===== src/rtl/zigzag_agu.sv =====
// zigzag_agu
// Zig-zag / raster address generator for the bit-serial multiplier datapath.
// Walks every (weight-bit, data-bit) pair of a pw x pd precision grid and
// emits weight/data addresses (base + offset*stride, built incrementally),
// with end-of-diagonal (eod) and end-of-pass (eop) flags. A job runs nrep+1
// passes, then pulses done for one cycle.
//
// Ports:
//   clk, clr               clock, synchronous active-high reset
//   start                  job start pulse (taken only when not busy)
//   mode                   0 = anti-diagonal zig-zag, 1 = raster
//   pw, pd                 weight / data precision (0 -> zero-beat job)
//   basew, based           weight / data base addresses
//   stridew, strided       address step per bit offset
//   nrep                   extra passes
//   busy                   job in progress (RUN state)
//   out_valid, out_ready   beat handshake
//   offw, offd             bit offsets of current beat
//   addrw, addrd           addresses of current beat
//   eod, eop               last beat of diagonal/row, last beat of pass
//   done                   one-cycle pulse after the final beat of a job
//   dbg_state              FSM state (0 idle, 1 run, 2 done)
//
// Handshake: a beat transfers on a rising edge where out_valid & out_ready are
// both high; while out_valid is high and out_ready low every beat output holds.
module zigzag_agu #(
  parameter int BWADDR = 21,
  parameter int BPREC  = 4,
  parameter int BREP   = 8
) (
  input  logic              clk,
  input  logic              clr,
  input  logic              start,
  input  logic              mode,
  input  logic [BPREC-1:0]  pw,
  input  logic [BPREC-1:0]  pd,
  input  logic [BWADDR-1:0] basew,
  input  logic [BWADDR-1:0] based,
  input  logic [BWADDR-1:0] stridew,
  input  logic [BWADDR-1:0] strided,
  input  logic [BREP-1:0]   nrep,
  output logic              busy,
  output logic              out_valid,
  input  logic              out_ready,
  output logic [BPREC-1:0]  offw,
  output logic [BPREC-1:0]  offd,
  output logic [BWADDR-1:0] addrw,
  output logic [BWADDR-1:0] addrd,
  output logic              eod,
  output logic              eop,
  output logic              done,
  output logic [1:0]        dbg_state
);

  localparam logic [1:0] ST_IDLE = 2'd0;
  localparam logic [1:0] ST_RUN  = 2'd1;
  localparam logic [1:0] ST_DONE = 2'd2;

  localparam logic [BPREC-1:0] ONE_P = 1;
  localparam logic [BPREC:0]   ONE_D = 1;
  localparam logic [BPREC:0]   TWO_D = 2;
  localparam logic [BREP-1:0]  ONE_R = 1;

  logic [1:0]        state_q, state_d;
  logic              busy_q, busy_d, valid_q, valid_d, done_q, done_d;
  logic              mode_q, mode_d;
  logic [BPREC-1:0]  pw_q, pw_d, pd_q, pd_d;
  logic [BWADDR-1:0] basew_q, basew_d, based_q, based_d;
  logic [BWADDR-1:0] stridew_q, stridew_d, strided_q, strided_d;
  logic [BREP-1:0]   nrep_q, nrep_d, rep_q, rep_d;
  logic [BPREC-1:0]  offw_q, offw_d, offd_q, offd_d;
  logic [BWADDR-1:0] addrw_q, addrw_d, addrd_q, addrd_d;
  // First beat of the current diagonal (zig-zag) or row (raster) and its
  // addresses; the next diagonal/row start is one stride step away from it.
  logic [BPREC-1:0]  sw_q, sw_d, sd_q, sd_d;
  logic [BWADDR-1:0] saw_q, saw_d, sad_q, sad_d;
  // Diagonal index offw+offd, one bit wider so 2*(2^BPREC-1)-2 fits.
  logic [BPREC:0]    diag_q, diag_d;
  logic              eod_q, eod_d, eop_q, eop_d;

  // Flags of a beat at (o_w, o_d) on diagonal dg: {eod, eop}.
  function automatic logic [1:0] beat_flags(input logic m,
                                            input logic [BPREC-1:0] p_w,
                                            input logic [BPREC-1:0] p_d,
                                            input logic [BPREC-1:0] o_w,
                                            input logic [BPREC-1:0] o_d,
                                            input logic [BPREC:0] dg);
    logic last_w, last_d, f_eod, f_eop;
    last_w = (o_w == p_w - ONE_P);
    last_d = (o_d == p_d - ONE_P);
    if (m) begin
      f_eod = last_w;
      f_eop = last_w & last_d;
    end else begin
      // A diagonal ends when offd reaches the top row or offw reaches 0.
      f_eod = last_d | (o_w == '0);
      f_eop = (dg == ({1'b0, p_w} + {1'b0, p_d} - TWO_D));
    end
    return {f_eod, f_eop};
  endfunction

  always_comb begin
    state_d   = state_q;
    busy_d    = busy_q;
    valid_d   = valid_q;
    done_d    = 1'b0;
    mode_d    = mode_q;
    pw_d      = pw_q;
    pd_d      = pd_q;
    basew_d   = basew_q;
    based_d   = based_q;
    stridew_d = stridew_q;
    strided_d = strided_q;
    nrep_d    = nrep_q;
    rep_d     = rep_q;
    offw_d    = offw_q;
    offd_d    = offd_q;
    addrw_d   = addrw_q;
    addrd_d   = addrd_q;
    sw_d      = sw_q;
    sd_d      = sd_q;
    saw_d     = saw_q;
    sad_d     = sad_q;
    diag_d    = diag_q;
    eod_d     = eod_q;
    eop_d     = eop_q;

    case (state_q)
      ST_IDLE, ST_DONE: begin
        state_d = ST_IDLE;
        busy_d  = 1'b0;
        valid_d = 1'b0;
        if (start) begin
          mode_d    = mode;
          pw_d      = pw;
          pd_d      = pd;
          basew_d   = basew;
          based_d   = based;
          stridew_d = stridew;
          strided_d = strided;
          nrep_d    = nrep;
          rep_d     = '0;
          if (pw == '0 || pd == '0) begin
            state_d = ST_DONE;
            done_d  = 1'b1;
          end else begin
            state_d        = ST_RUN;
            busy_d         = 1'b1;
            valid_d        = 1'b1;
            offw_d         = '0;
            offd_d         = '0;
            addrw_d        = basew;
            addrd_d        = based;
            sw_d           = '0;
            sd_d           = '0;
            saw_d          = basew;
            sad_d          = based;
            diag_d         = '0;
            {eod_d, eop_d} = beat_flags(mode, pw, pd, '0, '0, '0);
          end
        end
      end

      ST_RUN: begin
        if (out_ready) begin
          if (eop_q) begin
            if (rep_q == nrep_q) begin
              state_d = ST_DONE;
              busy_d  = 1'b0;
              valid_d = 1'b0;
              done_d  = 1'b1;
              eod_d   = 1'b0;
              eop_d   = 1'b0;
            end else begin
              // Next pass starts again from the bases, back-to-back.
              rep_d          = rep_q + ONE_R;
              offw_d         = '0;
              offd_d         = '0;
              addrw_d        = basew_q;
              addrd_d        = based_q;
              sw_d           = '0;
              sd_d           = '0;
              saw_d          = basew_q;
              sad_d          = based_q;
              diag_d         = '0;
              {eod_d, eop_d} = beat_flags(mode_q, pw_q, pd_q, '0, '0, '0);
            end
          end else begin
            if (eod_q) begin
              if (!mode_q && (sw_q != pw_q - ONE_P)) begin
                // Diagonals start along offd=0 until offw reaches pw-1.
                sw_d  = sw_q + ONE_P;
                saw_d = saw_q + stridew_q;
              end else begin
                // Then (and for every raster row) move up one data bit.
                sd_d  = sd_q + ONE_P;
                sad_d = sad_q + strided_q;
              end
              offw_d  = sw_d;
              offd_d  = sd_d;
              addrw_d = saw_d;
              addrd_d = sad_d;
              if (!mode_q) diag_d = diag_q + ONE_D;
            end else if (!mode_q) begin
              offw_d  = offw_q - ONE_P;
              offd_d  = offd_q + ONE_P;
              addrw_d = addrw_q - stridew_q;
              addrd_d = addrd_q + strided_q;
            end else begin
              offw_d  = offw_q + ONE_P;
              addrw_d = addrw_q + stridew_q;
            end
            {eod_d, eop_d} = beat_flags(mode_q, pw_q, pd_q, offw_d, offd_d, diag_d);
          end
        end
      end

      default: state_d = ST_IDLE;
    endcase
  end

  always_ff @(posedge clk) begin
    if (clr) begin
      state_q   <= ST_IDLE;
      busy_q    <= 1'b0;
      valid_q   <= 1'b0;
      done_q    <= 1'b0;
      mode_q    <= 1'b0;
      pw_q      <= '0;
      pd_q      <= '0;
      basew_q   <= '0;
      based_q   <= '0;
      stridew_q <= '0;
      strided_q <= '0;
      nrep_q    <= '0;
      rep_q     <= '0;
      offw_q    <= '0;
      offd_q    <= '0;
      addrw_q   <= '0;
      addrd_q   <= '0;
      sw_q      <= '0;
      sd_q      <= '0;
      saw_q     <= '0;
      sad_q     <= '0;
      diag_q    <= '0;
      eod_q     <= 1'b0;
      eop_q     <= 1'b0;
    end else begin
      state_q   <= state_d;
      busy_q    <= busy_d;
      valid_q   <= valid_d;
      done_q    <= done_d;
      mode_q    <= mode_d;
      pw_q      <= pw_d;
      pd_q      <= pd_d;
      basew_q   <= basew_d;
      based_q   <= based_d;
      stridew_q <= stridew_d;
      strided_q <= strided_d;
      nrep_q    <= nrep_d;
      rep_q     <= rep_d;
      offw_q    <= offw_d;
      offd_q    <= offd_d;
      addrw_q   <= addrw_d;
      addrd_q   <= addrd_d;
      sw_q      <= sw_d;
      sd_q      <= sd_d;
      saw_q     <= saw_d;
      sad_q     <= sad_d;
      diag_q    <= diag_d;
      eod_q     <= eod_d;
      eop_q     <= eop_d;
    end
  end

  assign busy      = busy_q;
  assign out_valid = valid_q;
  assign done      = done_q;
  assign offw      = offw_q;
  assign offd      = offd_q;
  assign addrw     = addrw_q;
  assign addrd     = addrd_q;
  assign eod       = eod_q;
  assign eop       = eop_q;
  assign dbg_state = state_q;

endmodule


===== config.mk =====
export PLATFORM = sky130hd
export DESIGN_NAME = zigzag_agu
export DESIGN_NICKNAME = d
export VERILOG_FILES = /design/src/rtl/zigzag_agu.sv
export SDC_FILE = /design/constraint.sdc
export NUM_CORES = 1
export LEC_CHECK = 0
export CORE_MARGIN = 8
export CORE_UTILIZATION = 47
export CTS_CLUSTER_DIAMETER = 40
export DETAILED_ROUTE_END_ITERATION = 16
export HOLD_SLACK_MARGIN = 0.02
export PLACE_DENSITY = 0.76
export RECOVER_POWER = 25
export SLEW_MARGIN = 25
export SYNTH_ARGS = -nofsm -noshare
export SYNTH_HDL_FRONTEND = slang
export SYNTH_SLANG_ARGS = --single-unit
export TNS_END_PERCENT = 5

===== constraint.sdc =====
create_clock -name clk -period 5.4 [get_ports clk]
set_input_delay 0.54 -clock clk [delete_from_list [all_inputs] [get_ports clk]]
set_output_delay 0.54 -clock clk [all_outputs]
set_load 0.02 [all_outputs]

Word-level counts from Yosys, hierarchy flattened
Cells that the tools add are included.

operators by class
  $add $sub $neg = 20
  bitwise operators = 4
  eq/ne operators = 16
  mux-type cells = 107
  reduce and logical (&&, ||, !) cells = 23

operators by type and width
  operator                                                             count
  21-bit two-way mux                                                   22
  21-bit case mux with 2 select lines                                  4
  4-bit two-way mux                                                    25
  21-bit adder                                                         4
  5-bit two-way mux                                                    10
  8-bit two-way mux                                                    4
  4-bit case mux with 2 select lines                                   4
  4-bit logical NOT                                                    7
  1-bit two-way mux                                                    26
  21-bit subtractor                                                    1
  4-bit by 1-bit subtractor with 4-bit output (second input constant)  5
  4-bit by 1-bit adder with 4-bit output (second input constant)       4
  8-bit case mux with 2 select lines                                   1
  2-bit != test (second input constant)                                6
  6-bit AND reduction                                                  2
  4-bit by 4-bit adder with 5-bit output                               2
  5-bit logical NOT                                                    2
  2-bit two-way mux                                                    5
  5-bit case mux with 2 select lines                                   1
  5-bit AND reduction                                                  2
  5-bit by 2-bit subtractor with 5-bit output (second input constant)  2
  8-bit by 1-bit adder with 8-bit output (second input constant)       1
  4-bit == test                                                        2
  8-bit == test                                                        1
  other kinds (20)                                                     27

storage, ports and cells
  flip-flop bits (word level) = 220
  input bits = 105
  logic and storage cells = 193

Longest topological paths before layout
Gate-level depths: netlist of the first run.

  depth after elaboration = 14
  mapped depth = 18
  mapped depth without buffers = 18

Least setup slack after synthesis of the first run
Ideal clock, no wire load.

  path kind = register -> register
  start = reg mode_q
  end = reg addrw_q[18], in the netlist addrw[18]
  buffers on the path = 5
  arrival time = 4,054 ps
  setup slack = 1,232 ps
  data required time = 5,285 ps
  clock period less this slack = 4,168 ps
  stages on the path, launching flop included = 18
  cell sequence = dfxtp_1 clkbuf_1 clkbuf_1 clkbuf_1 buf_1 clkbuf_1 a21oi_1 xor2_1 ha_1 a21o_1 a21o_1 a21o_1 a2111o_1 o21ba_2 a21oi_1 xnor2_1 nor2_1 a2111oi_0

on the way
  longest elaborated chain between the ends = 7
  elaborated cells on any way between the ends = 8
  those cells by class = mux (6); reduce/logical (2)

RTL lines
  item                                     line  source
  from (decl)                              66    logic mode_q, mode_d;
  from (signal assigned)                   253   mode_q <= mode_d;
  1-bit logical NOT                        -
  1-bit logical AND                        190   if (!mode_q && (sw_q != pw_q - ONE_P)) begin
  21-bit two-way mux                       190
  21-bit two-way mux (*)                   189   if (eod_q) begin
  21-bit two-way mux (*)                   166   if (eop_q) begin
  21-bit two-way mux (*)                   165   if (out_ready) begin
  21-bit case mux with 2 select lines (*)  128   case (state_q)
  to (signal assigned)                     264   addrw_q <= addrw_d;
  to (decl)                                72    logic [BWADDR-1:0] addrw_q, addrw_d, addrd_q, addrd_d;

Mark *: on every way between the ends. The rest lies on a longest branch, timed or not. The select of a mux whose other input is x is not followed.
A chain may end at the register's enable or synchronous reset.

Worst setup path after layout of the first run
  start = reg mode_q
  end = reg eod_q, in the netlist eod

on the way
  longest elaborated chain between the ends = 13
  elaborated cells on any way between the ends = 24
  those cells by class = eq/ne (2); mux (18); bitwise (1); reduce/logical (3)

RTL lines
  item                                                line    source
  1-bit logical NOT                                   -
  1-bit logical AND                                   190
  4-bit two-way mux                                   190
  4-bit two-way mux                                   189
  4-bit two-way mux                                   166
  4-bit two-way mux                                   165
  4-bit two-way mux                                   128
  4-bit == test or 4-bit logical NOT (tied branches)  90, 96
  1-bit OR                                            96      f_eod = last_d | (o_w == '0);
  1-bit two-way mux                                   91      if (m) begin
  1-bit two-way mux (*)                               166
  1-bit two-way mux (*)                               165
  1-bit case mux with 2 select lines (*)              128
  to (signal assigned)                                271     eod_q <= eod_d;
  to (decl)                                           79      logic eod_q, eod_d, eop_q, eop_d;

Marked as above.

==> results.ini, run 1 <==
[status]
status=complete, but fails checks
failed_checks=max-capacitance violations, max-slew violations

[grt]
gr-max-usage-layer=met2
grt_pass1_vias=15320
grt_start_max_net_pins=85
grt_remaining_overflow=0
grtUsageMet1_pct=31.79
grt_use_total_pct=25.03
use_met3_pct=4.213
grt_pass1_wl_um=79490
use_met2_pct=41.53
antenna_found_initial=0

[setup_path]
crit_chain=clkinv_1, ha_1, or4b_1, o221ai_1, a211oi_1, o311ai_0, o21ai_0, or4_1, a21o_1, a21o_1, a221oi_2
cp_slowest_stage_delay_ns=0.86
crit_top_cell=a21o_1
critical-path-slowest-cell=dfxtp_1
required_ns=5.83
path_max_fanout=20
cp-start-kind=register
critPathTopFamily=compound AO/OA/AOI/OAI gates
critPathBufInv=1
endpoint_kind=register
cp.arrival_ns=4.69
critPathKind=reg -> reg

[min_path]
worstHoldPathType=in -> reg

[die]
io_pins=162
die_w_um=195.4
die-area_um2=38200
die_y_um=195.4
fp.coreArea_um2=31640
start_util_pct=47.84
row_count=65

[timing]
hold_violations=0
max_freq_mhz=234.6
drv_slew=48
fin_crit_sh_pct=78.93
grt_setup_unrepaired=no
finalSetupTns_ns=0
setup_viol=0
finalCriticalPeriod_ns=4.262
skew_ns=0.02217
fin_ws_ns=1.138
worstMarginPinSlew_ns=1.675
relSlewSlack_pct=-11.63

[final_layout]
final_util_pct=58.28
num_antenna_cells=0
syn2layout_area_growth_pct=21.83
final_area_um2=18440
drive_gt1_share_pct=5.853
nets=2358

[synthesis]
ys_seq_area_share_pct=29.10
netlist_area_um2=15130
syn_nets=2254
synth_most_common_cell=nand2_1
synthTopCellsByCount=nand2_1, a21oi_1, dfxtp_1, nor2_1
synth-async-reset-ratio_pct=0
yosys.area.top_type=dfxtp_1
yosysUniqueCellTypes=77
ys_top_cells_by_area=dfxtp_1, ha_1, a21oi_1
synth_edf_count=0
synth_top_area_share_pct=29.10
yosys_warnings=0
syn_inst=2034
synthFlopType=dfxtp_1
avgSynthCellArea_um2=7.441
ys_ff_latch=220

[job]
drv_cap=1

[drt]
wl_per_cell_um=19.42
drc_errors=0
avgViaCountPerCell=6.073
firstDrtPassIters=6
antenna_left=0
drtIter0Drc=1271
wl_um=49950
via_count=15620

[cts]
clk_pin_slew_ns=0.05
clock_sinks=220
clk_path_buf_depth=3
insertion_delay_ns=0.54
htreeDepth=2
post_cts_buffers=0
cts-root-buf=clkbuf_16
numCtsBuffers=40
cts_hold_buffers=0
cts_tree=built
post_cts_resized=0

[power]
leakagePower_nw=7.520
power_density_nw_per_um2=351.4
ir_worst_vdd_v=0.0002639
finalPower_mw=6.479

[placed_design]
place_hpwl_um=34760
detailedPlace.worstSlack_ns=1.245
gp_congestion=0.9438
portBuffers=161
place_area_um2=16990

==> layer usage <==
layer / routed length [um] / up-vias
met3: 3993 / 134
met2: 22910 / 677
li1: - / 7505
met5: 0 / -
met4: 1801 / 0
met1: 21240 / 7304
==> sequential cells by signal, summed over array words and instances (netlist names), 21 cells and up <==
signal	cells
sad_q	21
addrw	21
basew_q	21
saw_q	21
based_q	21
addrd	21
strided_q	21
stridew_q	21
==> final cells by class <==
type	count	area (um^2)
Multi-Input combinational cell	1641	10100
Timing Repair Buffer	183	1810
Sequential cell	220	4407
Clock inverter	25	304.0
Tap cell	402	503.0
Fill cell	2846	13200
Inverter	52	195.2
Clock buffer	49	1116
==> metrics by stage <==
| stage | std cells | hold WS (ns) |
|---|---|---|
| 6_report | 2572 | 0.4140 |
| 2_1_floorplan | 2034 | 0.4319 |
| 4_1_cts | 2571 | 0.3876 |
| 5_1_grt | 2572 | 0.4289 |
| 3_3_place_gp | 2497 | 0.4367 |
| 3_5_place_dp | 2497 | 0.4444 |
==> logic make-up (layout without fill, tap and decap cells) <==
| group | after synthesis | in the layout | share of synthesized area, % |
|---|---|---|---|
| and+or+nand+nor | 775 | 775 | 23.07 |
| muxes | 10 | 10 | 0.6779 |
| xor gates and xnor gates | 125 | 125 | 7.383 |
| DFF | 220 | 220 | 29.10 |
| buffers and inverters | 173 | 309 | 4.431 |
| adders and majority gates | 115 | 115 | 9.854 |
| AOI/OAI and AO/OA | 616 | 616 | 25.49 |
==> placed cells by master, fill, tap and decap left out, types with 13 or more instances in the layout <==
master	instances
nand2b_1	21
and3_1	35
nand4_1	25
o211ai_1	29
ha_1	108
nand3_1	43
dfxtp_1	218
dlygate4sd3_1	23
a31oi_1	24
inv_1	49
xnor2_1	75
nor2_1	176
a211oi_1	28
a21o_1	43
nor3_1	52
nand2_1	348
a21oi_1	259
o21ai_0	80
buf_4	20
xor2_1	48
a311oi_1	27
clkbuf_16	41
a22oi_1	13
clkdlybuf4s50_1	137
==> power by group <==
part	switching, mW	leakage [nW]	internal, mW
registers	0.166	1.81	1.77
clock network	0.923	0.690	1.73
logic	1.12	5.02	0.775
==> worst paths after layout <==
| kind | slack, ns | startpoint | depth (start not counted) | to |
|---|---|---|---|---|
| worst min register to register | 0.45 | based_q[13] | 2 | based_q[13] |
| worst max register to register | 1.14 | mode_q | 11 | eod |
| worst max-delay path | 1.14 | mode_q | 11 | eod |
| worst min-delay path | 0.41 | clr | 2 | sad_q[14] |
(Power assumes the default switching activity.)
==> run 2: changes to the inputs <==
- PLACE_DENSITY: 0.76 -> 0.79
- clock period: 5.4 -> 3.4 ns (I/O delays scaled with it)
==> run 2 against run 1 <==
  * The flow finishes with violations (max-capacitance violations, max-slew violations, negative setup slack)
  * Global-route usage up 0.79 points
  * Largest cell class unchanged
  * Fmax up 21%
  * Highest routed layer unchanged
  * Cell count up 2.4%
==> results.ini, run 2 (synthesized netlist as in run 1, its figures left out) <==
[drt]
avgViaCountPerCell=6.039
drc_errors=0
firstDrtPassIters=7
wl_um=50690
wl_per_cell_um=19.24
drtIter0Drc=1306
via_count=15910
antenna_left=0

[min_path]
worstHoldPathType=in -> reg
min-delay-start=clr

[final_layout]
multi_input_area_um2=10220
layout_commonest_cell=nand2_1
layout_common_cells=nand2_1, a21oi_1, dfxtp_1, nor2_1, clkdlybuf4s50_1
nets=2422
final_area_um2=19040
drive_gt1_share_pct=9.140
final_util_pct=60.19
final.fill_count=2766
syn2layout_area_growth_pct=25.81
seqCellArea_um2=4409

[die]
die_w_um=195.4
row_count=65
io_pins=162
die-area_um2=38200
fp.coreArea_um2=31640
die_y_um=195.4
start_util_pct=47.84

[timing]
setup_viol=5
fin_ws_ns=-0.1186
skew_ns=0.02300
whs_ns=0.2745
max_freq_mhz=284.2
finalCriticalPeriod_ns=3.519
grt_setup_unrepaired=yes
drv_slew=36
fin_crit_sh_pct=103.5
hold_violations=0
worstMarginPinSlew_ns=1.721
relSlewSlack_pct=-14.75

[grt]
grt_pass1_vias=15720
grt_remaining_overflow=0
grt_use_total_pct=25.82
grt_pass1_wl_um=82120
grt_start_max_net_pins=103
antenna_found_initial=1

[setup_path]
cp.arrival_ns=3.93
r2r-start=stridew_q[4]
endpoint_kind=register
worstSetupStartpoint=stridew_q[4]
critPathKind=reg -> reg
cp-start-kind=register
path_max_fanout=3
required_ns=3.81

[job]
drv_cap=1

[cts]
htreeDepth=2
cts_hold_buffers=0
cts-root-buf=clkbuf_16
clock_sinks=220
insertion_delay_ns=0.53
clk_pin_slew_ns=0.05
cts_tree=built
numCtsBuffers=38
clk_path_buf_depth=3

[power]
power_frac_comb_pct=31.0
netSwitchingFraction_pct=33.59
leakagePower_nw=7.891
power_density_nw_per_um2=550.3
intPower_mw=6.959
clkPwrFrac_pct=39.8
netSwitchingPower_mw=3.519
ir_worst_vdd_v=0.0003372
power.share.sequential_pct=29.2

[placed_design]
portBuffers=161
place_hpwl_um=36610
place_area_um2=17550
detailedPlace.worstSlack_ns=-0.1256
gp_congestion=0.9440

[status]
failed_checks=max-capacitance violations, max-slew violations, negative setup slack
status=complete, but fails checks

-- run 2: what timing repair did --
item                                    4_1_cts  5_1_grt
gates resized for setup                       6       13
buffers inserted                              0        2
endpoints found under the setup margin        4       14
pin swaps                                     2        8
-- run 2: cell type report --
class | count | area share [%]
multi-input cells | 1641 | 53.66
flip-flops and latches | 220 | 23.16
repair buffers | 249 | 12.12
clock buffers | 48 | 5.723
well taps | 402 | 2.642
clock inverters | 22 | 1.663
inverters | 52 | 1.025
diodes | 1 | 0.01314
-- run 2: critical path: stages, from the launching register on --
cell	delay [ns]
dfxtp_2	0.33
nor4_4	0.32
nand3b_1	0.20
buf_4	0.19
o41ai_4	0.21
xnor2_1	0.15
ha_2	0.20
a21o_1	0.17
a21o_1	0.16
a21o_1	0.19
a2111o_1	0.38
o21ba_4	0.21
a21oi_2	0.14
xnor2_1	0.13
nor2_1	0.07
a2111oi_2	0.34
-- run 2: final timing paths --
| check | to | slack, ns | depth (start not counted) |
|---|---|---|---|
| worst min-delay path | diag_q[1] | 0.27 | 2 |
| worst max register to register | addrw[18] | -0.12 | 15 |
| worst min register to register | based_q[6] | 0.45 | 2 |
| worst max-delay path | addrw[18] | -0.12 | 15 |
-- run 2: per-layer routing --
metal  routed length (um)  part of all wire (%)  GRT usage, %
met1                21400                    42         32.49
met2                23460                    46         42.85
met3                 3817                   7.5         4.264
met4                 2015                   4.0         11.62
met5                    0                     0             0
-- run 2: through the flow --
| stage | total power [mW] | std cells | TNS, ns |
|---|---|---|---|
| 2_1_floorplan | 5.148 | 2034 | -0.005012 |
| 6_report | 10.48 | 2635 | -0.2544 |
| 5_1_grt | 10.98 | 2635 | -3.279 |
| 4_1_cts | 10.46 | 2632 | -0.1691 |
| 3_3_place_gp | 6.177 | 2562 | -0.08646 |
| 3_5_place_dp | 6.254 | 2562 | -0.2342 |
-- run 2: power by group through the flow --
stage          logic (mW)  clock network (mW)  registers, mW
2_1_floorplan        2.03                   0           3.12
5_1_grt              3.57                4.33           3.08
3_3_place_gp         3.09                   0           3.09
4_1_cts              3.20                4.21           3.05
3_5_place_dp         3.15                   0           3.10
6_report             3.25                4.17           3.06
==> run 3: changes to the inputs <==
- CELL_PAD_IN_SITES_DETAIL_PLACEMENT: default -> 1
- CELL_PAD_IN_SITES_GLOBAL_PLACEMENT: default -> 2
- CORE_UTILIZATION: 47 -> 30
- PLACE_DENSITY: 0.79 -> 0.85
==> run 3 against run 2 <==
  * Sequential share of layout area fell by 1.0 points
  * Clock skew rose by 0.010 ns
  * Die area rose by 52%
  * First-iteration DRC count fell by 33%
  * Critical endpoint unchanged
  * Clock power rose by 23%
  * Cell area rose by 4.6%
  * Wire length rose by 20%
  * Worst hold slack got worse by 0.21 ns
  * Register-to-register slack improved by 0.08 ns
  * Largest cell class unchanged
  * Worst setup slack improved by 0.076 ns
  * The run still ends with max-capacitance violations, max-slew violations, negative setup slack left
  * Non-clock buffer count rose by 5
==> results.ini, run 3 (synthesized netlist as in run 1, its figures left out) <==
[timing]
grt_setup_unrepaired=yes
skew_ns=0.03332
hold_violations=0
fin_ws_ns=-0.04260
fin_crit_sh_pct=101.3
drv_slew=38
setup_viol=2
finalCriticalPeriod_ns=3.443
relSlewSlack_pct=-5.827
max_freq_mhz=290.5
whs_ns=0.06805
worstMarginPinSlew_ns=1.587

[power]
finalPower_mw=11.64
netSwitchingPower_mw=3.900
power_frac_comb_pct=29.5
intPower_mw=7.743
ir_worst_vdd_v=0.0003073
leakagePower_nw=8.119
clkPwrFrac_pct=44.2
power_density_nw_per_um2=584.7
netSwitchingFraction_pct=33.50
power.share.sequential_pct=26.3

[min_path]
min-delay-start=clr
worstHoldPathType=in -> reg
hold_end=stridew_q[16]
min_path_cells=2

[grt]
grt_start_max_net_pins=185
grt_pass1_vias=16780
grt_use_total_pct=20.62
grt_remaining_overflow=0
antenna_found_initial=0
grt_pass1_wl_um=95320

[final_layout]
layout_common_cells=nand2_1, a21oi_1, dfxtp_1, nor2_1, clkdlybuf4s50_1
nets=2437
num_antenna_cells=0
layout_commonest_cell=nand2_1
syn2layout_area_growth_pct=31.56
drive_gt1_share_pct=10.60
stdcell_count=2927
final.fill_count=6058

[drt]
antenna_left=0
avgViaCountPerCell=5.453
firstDrtPassIters=7
wl_per_cell_um=20.77
wl_um=60790
drc_errors=0
via_count=15960
drtIter0Drc=874

[placed_design]
gp_congestion=0.8680
dp.cells=2836
place_hpwl_um=44620
portBuffers=161

[cts]
cts_tree=built
clock_sinks=220
clk_pin_slew_ns=0.05
clk_path_buf_depth=3
cts-root-buf=clkbuf_16
insertion_delay_ns=0.60
htreeDepth=2
numCtsBuffers=48
cts_hold_buffers=0

[setup_path]
reg2reg_depth=15
regToRegSetupSlack_ns=-0.04
critical-path-slowest-cell=a2111o_1
crit_chain=nor4_4, buf_4, nor4b_4, a21oi_2, xor2_1, ha_1, a21o_1, a21o_1, a21o_1, a2111o_1, o21ba_4, a21oi_2, xnor2_1, nor2_1, a2111oi_2
crit_top_cell=a21o_1
endpoint_kind=register
r2r-start=stridew_q[3]
cp.arrival_ns=3.93
cp_slowest_stage_delay_ns=0.39
cp-start-kind=register
required_ns=3.88
path_max_fanout=2
rr_endpoint=addrw[18]
critPathKind=reg -> reg

[job]
drv_cap=1

[die]
die-area_um2=57890
fp.coreArea_um2=49970
io_pins=162
row_count=82
die_y_um=240.6
start_util_pct=30.29
die_w_um=240.6

[status]
failed_checks=max-capacitance violations, max-slew violations, negative setup slack
status=complete, but fails checks

run 3: changes by cell type in the layout (fill, tap and decap cells not counted), moves of 4 or more:
cell / change
a21oi_1: -4
a21oi_2: +4
buf_12: +6
bufinv_16: +4
clkbuf_16: +9
clkinv_2: +5
clkinvlp_4: +4
run 3: stage by stage:
step	utilization, %	setup slack, ns	TNS (ns)	area, um^2
after global routing	39.85	-0.3010	-2.398	19910
after global placement	36.00	-0.1474	-0.1675	17990
after detailed placement	36.01	-0.2294	-0.3614	17990
after floorplan	-	-0.005012	-0.005012	15210
after CTS	39.67	-0.06766	-0.06766	19820
final	39.85	-0.04260	-0.07823	19910
run 3: final cells by class:
| type | count | area [um^2] | area share (%) |
|---|---|---|---|
| tap | 672 | 840.8 | 4.223 |
| sequential | 220 | 4410 | 22.15 |
| clock buffer | 57 | 1295 | 6.504 |
| timing repair buffer | 254 | 2420 | 12.15 |
| multi-input combinational | 1641 | 10260 | 51.55 |
| clock inverter | 31 | 483.0 | 2.426 |
| inverter | 52 | 198.9 | 0.9991 |
run 3: metal layers:
metal	vias to the layer above	wire (um)	global-route usage, %
li1	7673	-	-
met1	7861	27530	26.13
met2	338	29320	35.83
met3	89	2545	3.208
met4	0	1393	5.993
met5	-	0	0
run 3: timing repair:
action                     CTS  global route
gates resized for setup      9            26
setup endpoints to repair    5            17
pin swaps                    8            12
setup buffers                2             1
run 3: power by group through the flow:
stage / sequential (mW) / combinational [mW] / clock [mW]
floorplan: 3.12 / 2.03 / 0
global placement: 3.10 / 3.24 / 0
detailed placement: 3.11 / 3.34 / 0
global route: 3.09 / 3.76 / 5.37
CTS: 3.06 / 3.40 / 5.24
finish: 3.06 / 3.44 / 5.14
run 3: how the worst max path moves through the flow:
stage | from | endpoint | cells past startpoint
finish | stridew_q[3] | addrw[18] | 15
global route | stridew_q[3] | addrw[18] | 15
CTS | stridew_q[4] | addrw[18] | 14
detailed placement | stridew_q[3] | addrw[18] | 16
global placement | stridew_q[3] | addrw[18] | 17
floorplan | mode_q | addrw[19] | 17
run 3: worst max-delay path: cells and delay by family (launching register included):
kind	cells	cell delay, ns
buf+inv	1	0.17
fa+ha+maj	1	0.30
simple gates	3	0.59
xor+xnor	2	0.28
flops	1	0.33
compound gates	8	1.67
